--- src/rtl/uart_pkg.sv ---
// uart_pkg: shared types and constants for the UART transmit path.
//   tx_state_t         - transmitter FSM state encoding
//   START_BIT_VAL      - line level during the start bit
//   STOP_BIT_VAL       - line level during the stop bit and when idle
//   DEFAULT_BIT_PERIOD - clocks per serial bit unless overridden
//   DATA_BITS          - payload bits per frame
package uart_pkg;

  typedef enum logic [1:0] {
    IDLE  = 2'd0,
    START = 2'd1,
    DATA  = 2'd2,
    STOP  = 2'd3
  } tx_state_t;

  localparam logic START_BIT_VAL      = 1'b0;
  localparam logic STOP_BIT_VAL       = 1'b1;
  localparam int   DEFAULT_BIT_PERIOD = 10;
  localparam int   DATA_BITS          = 8;

endpackage

--- src/rtl/tx_bit_timer.sv ---
// tx_bit_timer: bit-period timer for the UART transmitter.
// Counts 0..BIT_PERIOD-1 while enabled and wraps; held at zero while disabled,
// so every frame starts with a fresh full-length first bit.
//   clk        in  system clock, rising edge
//   rst        in  synchronous active-high reset
//   enable     in  count while high, clear while low
//   bit_strobe out high in the last clock of every bit period
module tx_bit_timer
  import uart_pkg::*;
#(
  parameter int BIT_PERIOD = DEFAULT_BIT_PERIOD
) (
  input  logic clk,
  input  logic rst,
  input  logic enable,
  output logic bit_strobe
);

  localparam logic [7:0] TERM_CNT = 8'(BIT_PERIOD - 1);

  logic [7:0] cnt_q;
  logic [7:0] cnt_d;

  always_comb begin
    cnt_d = cnt_q;
    if (!enable) begin
      cnt_d = '0;
    end else if (cnt_q == TERM_CNT) begin
      cnt_d = '0;
    end else begin
      cnt_d = cnt_q + 8'd1;
    end
  end

  always_ff @(posedge clk) begin
    if (rst) begin
      cnt_q <= '0;
    end else begin
      cnt_q <= cnt_d;
    end
  end

  assign bit_strobe = enable && (cnt_q == TERM_CNT);

endmodule

--- src/rtl/tx_block.sv ---
// tx_block: UART transmitter with a one-entry holding buffer.
// Frame = start bit (0), 8 data bits LSB first, stop bit (1); each bit lasts
// BIT_PERIOD clocks; line idles high.
//   clk        in  system clock, rising edge
//   rst        in  synchronous active-high reset; aborts any frame
//   tx_data    in  byte to send, sampled when tx_load=1
//   tx_load    in  write strobe for the holding buffer
//   tx_ready   out holding buffer empty (write accepted this cycle)
//   tx_busy    out a frame is on the line
//   load_error out one-cycle pulse after a write to a full buffer
//   tx_done    out one-cycle pulse in the last clock of a stop bit
//   serial_out out registered serial line
//
// state | meaning
// IDLE  | line high, waiting for a buffered byte
// START | start bit on the line
// DATA  | shifting out payload bits, LSB first
// STOP  | stop bit; at its end chain straight into the next buffered byte
module tx_block
  import uart_pkg::*;
#(
  parameter int BIT_PERIOD = DEFAULT_BIT_PERIOD,
  parameter int DATA_BITS  = uart_pkg::DATA_BITS
) (
  input  logic                 clk,
  input  logic                 rst,
  input  logic [DATA_BITS-1:0] tx_data,
  input  logic                 tx_load,
  output logic                 tx_ready,
  output logic                 tx_busy,
  output logic                 load_error,
  output logic                 tx_done,
  output logic                 serial_out
);

  localparam logic [2:0] LAST_BIT = 3'(DATA_BITS - 1);

  tx_state_t            state_q, state_d;
  logic                 hold_valid_q, hold_valid_d;
  logic [DATA_BITS-1:0] hold_data_q, hold_data_d;
  logic [DATA_BITS-1:0] shift_q, shift_d;
  logic [2:0]           bit_cnt_q, bit_cnt_d;
  logic                 serial_q, serial_d;
  logic                 load_error_q, load_error_d;
  logic                 take;
  logic                 bit_strobe;

  tx_bit_timer #(
    .BIT_PERIOD(BIT_PERIOD)
  ) u_bit_timer (
    .clk       (clk),
    .rst       (rst),
    .enable    (state_q != IDLE),
    .bit_strobe(bit_strobe)
  );

  always_comb begin
    state_d      = state_q;
    hold_valid_d = hold_valid_q;
    hold_data_d  = hold_data_q;
    shift_d      = shift_q;
    bit_cnt_d    = bit_cnt_q;
    take         = 1'b0;

    case (state_q)
      IDLE: begin
        if (hold_valid_q) begin
          take    = 1'b1;
          state_d = START;
        end
      end
      START: begin
        if (bit_strobe) begin
          state_d = DATA;
        end
      end
      DATA: begin
        if (bit_strobe) begin
          if (bit_cnt_q == LAST_BIT) begin
            bit_cnt_d = '0;
            state_d   = STOP;
          end else begin
            bit_cnt_d = bit_cnt_q + 3'd1;
            shift_d   = shift_q >> 1;
          end
        end
      end
      STOP: begin
        if (bit_strobe) begin
          if (hold_valid_q) begin
            take    = 1'b1;
            state_d = START;
          end else begin
            state_d = IDLE;
          end
        end
      end
      default: state_d = IDLE;
    endcase

    // A transfer needs hold_valid_q=1, so it never coincides with an accepted write.
    if (take) begin
      shift_d      = hold_data_q;
      hold_valid_d = 1'b0;
    end else if (tx_load && !hold_valid_q) begin
      hold_valid_d = 1'b1;
      hold_data_d  = tx_data;
    end

    load_error_d = tx_load && hold_valid_q;

    // serial_out is registered, so derive it from the upcoming state.
    case (state_d)
      START:   serial_d = START_BIT_VAL;
      DATA:    serial_d = shift_d[0];
      default: serial_d = STOP_BIT_VAL;
    endcase
  end

  always_ff @(posedge clk) begin
    if (rst) begin
      state_q      <= IDLE;
      hold_valid_q <= 1'b0;
      hold_data_q  <= '0;
      shift_q      <= '0;
      bit_cnt_q    <= '0;
      serial_q     <= STOP_BIT_VAL;
      load_error_q <= 1'b0;
    end else begin
      state_q      <= state_d;
      hold_valid_q <= hold_valid_d;
      hold_data_q  <= hold_data_d;
      shift_q      <= shift_d;
      bit_cnt_q    <= bit_cnt_d;
      serial_q     <= serial_d;
      load_error_q <= load_error_d;
    end
  end

  assign tx_ready   = !hold_valid_q;
  assign tx_busy    = (state_q != IDLE);
  assign tx_done    = (state_q == STOP) && bit_strobe;
  assign load_error = load_error_q;
  assign serial_out = serial_q;

endmodule

--- config.mk ---
export PLATFORM = sky130hd
export DESIGN_NAME = tx_block
export DESIGN_NICKNAME = d
export VERILOG_FILES = /design/src/rtl/uart_pkg.sv /design/src/rtl/tx_bit_timer.sv /design/src/rtl/tx_block.sv
export SDC_FILE = /design/constraint.sdc
export NUM_CORES = 1
export LEC_CHECK = 0
export ABC_AREA = 1
export CORE_AREA = 2 2 60 73
export CTS_CLUSTER_DIAMETER = 150
export DETAILED_ROUTE_END_ITERATION = 7
export DIE_AREA = 0 0 62 75
export GPL_TIMING_DRIVEN = 0
export PLACE_DENSITY = 0.61
export REMOVE_ABC_BUFFERS = 1
export SLEW_MARGIN = 0
export SYNTH_ARGS = -nofsm -noshare
export SYNTH_HDL_FRONTEND = slang
export SYNTH_SLANG_ARGS = --single-unit
--- constraint.sdc ---
create_clock -name clk -period 3.29 [get_ports clk]
set_input_delay 0.658 -clock clk [delete_from_list [all_inputs] [get_ports clk]]
set_output_delay 0.658 -clock clk [all_outputs]
set_load 0.01 [all_outputs]
==> results.yml <==
floorplan:
  die_x_um: 62
  ios: 16
  core_um2: 3910
  die-area_um2: 4650
  die_height_um: 75
  initial_utilization: 0.391
  rows: 25
synthesis:
  yosys_register_bits: 32
  syn_area_um2: 1530
  ys_seq_area_frac: 0.419
  ys_types: 27
  synthArstFlopShare: 0
  syn_avg_cell_area_um2: 7.65
  synth_cells: 200
  ys.warnings.count: 0
  synth_ff_type: "dfxtp_1"
  synth_top_area_cell: "dfxtp_1"
  synth_edf_count: 0
  synth.top_cells.by_area: "dfxtp_1 42%, nand2_1 8.3%, nor2_1 7.1%"
  yosys.area.top_type_share: 0.419
drt:
  drtPass1Iterations: 4
  antenna_left: 0
  wl_per_cell_um: 10.3
  dr_wl_met2_um: 1400
  top_layer: "met4"
  drt-initial-drc-count: 66
  via_per_inst: 4.75
  drc_errors: 0
  drt_wl_total_um: 2810
  vias: 1302
  wl_met1_um: 1260
  met3WireLength_um: 80
timing:
  whs_ps: 468
  period_needed_ps: 2610
  fin_crit_sh: 0.795
  final.setup.tns_ps: 0
  max_freq_mhz: 382
  worst_pin_slew_ps: 446
  slew_headroom: 0.703
  clock_skew_ps: 3.29
  final-setup-viol-count: 0
  drv_slew: 0
  rsz0062_at_grt: "no"
  hold_viol: 0
power:
  leakage_nw: 0.728
  ir_worst_vdd_uv: 392
  power_per_cell_area_nw_per_um2: 517
outcome:
  status: "finished, final reports clean"
setup_path:
  cp_num_buf_inv: 3
  setup.worst_path.end_class: "output pin"
  start_kind: "flop"
  worstSetupPathType: "flop to output pin"
  crit_chain: "inv_1 -> ha_1 -> inv_4 -> nand2_4 -> nor2_1 -> clkdlybuf4s50_1"
  critPathTopFamily: "buffers and inverters"
  required_ps: 2630
  crit_arrival_ps: 1960
  cpPeakStageDelay_ps: 540
  crit_path_top_delay_cell: "clkdlybuf4s50_1"
  crit_path_max_fanout: 7
clocking:
  cts_resized: 0
  cts_hold_buf: 0
  htree_num_levels: 2
  cts_buffers: 5
  cts_tree: "yes"
  clk_pin_slew_ps: 70
  post_cts_buffers: 0
  clockBufferDepth: 2
  cts_sinks: 32
  clock_latency_ps: 290
  clockRootBuffer: "clkbuf_8"
cells_and_area:
  diodes: 0
  final_cell_mix: "34 x nand2_1, 32 x dfxtp_1, 29 x nor2_1, 20 x inv_1"
  layout_commonest_cell: "nand2_1"
  fin_nets: 238
  areaGrowthSynthToFinish_pct: 19.1
  drive_gt1_frac: 0.100
grt:
  grt_pass1_wl_um: 4860
  overflow: 0
  antenna_found_initial: 0
  grt_pass1_vias: 1153
  grt_max_degree: 20
  grtUsageTotal: 0.144
min_path:
  hold_class: "flop to flop"
placement:
  hpwl_um: 2070
  gp_congestion: 0.743
  port-buffer-count: 15
job:
  cap_violations: 0
[per-stage QoR]
step / worst slack (ps) / cell area, µm² / cells / utilization / total power (W)
final: 675 / 1820 / 274 / 0.466 / 0.000942
after global routing: 537 / 1820 / 274 / 0.466 / 0.00100
after CTS: 655 / 1820 / 274 / 0.466 / 0.000957
after detailed placement: 936 / 1730 / 266 / 0.444 / 0.000654
after global placement: 940 / 1730 / 266 / 0.444 / 0.000653
after floorplan: 1530 / 1520 / 197 / - / 0.000590
[cell families after synthesis]
logic type | share of synthesized area
compound gates | 0.128
fa+ha+maj | 0.0654
buf+inv | 0.0695
flops | 0.419
simple gates | 0.318
[sequential cells by signal, summed over array words and instances, names as in the netlist]
name / count
serial_out: 1
state_q: 2
shift_q: 8
load_error: 1
u_bit_timer.cnt_q: 8
hold_data_q: 8
hold_valid_q: 1
bit_cnt_q: 3
[worst paths after layout]
check | from | end | slack, ps | cells past startpoint
worst max register to register | state_q[1] | serial_out | 1480 | 9
worst min register to register | shift_q[7] | shift_q[7] | 470 | 2
worst min-delay path | shift_q[7] | shift_q[7] | 470 | 2
worst max-delay path | state_q[1] | tx_done | 680 | 6
[layout make-up]
cell class              instances  area [µm²]
clock buffers                   5        68.8
clock inverters                 3        18.8
fillers                       409        2090
inverters                      24        92.6
multi-input cells             141         783
flip-flops and latches         32         641
well taps                      54        67.6
repair buffers                 15         150
[worst min-delay path, delay by kind of cell (launching register included)]
family          cells  cell delay [ps]
compound gates      1               60
flops               1              310
simple gates        1               60
[per-layer routing]
layer,vias to the layer above,track usage
met5,-,0
met4,0,0.0969
met3,9,0.0361
met2,14,0.228
met1,575,0.169
li1,704,-
[where the power goes]
part | internal (W) | switching [W]
clock network | 0.000147 | 0.000151
registers | 0.000429 | 0.0000219
logic | 0.0000792 | 0.000113
[Yosys cell counts (3+ instances only)]
cell type  count
a21oi_1        9
nor3_1         5
inv_1         20
o21ai_1        3
nand2_2        4
nor2_1        29
a31oi_1        8
dfxtp_1       32
nand3_1       11
nand2_1       34
nand4_1        4
o21ai_0       15
ha_1           8
(Power assumes the default switching activity.)
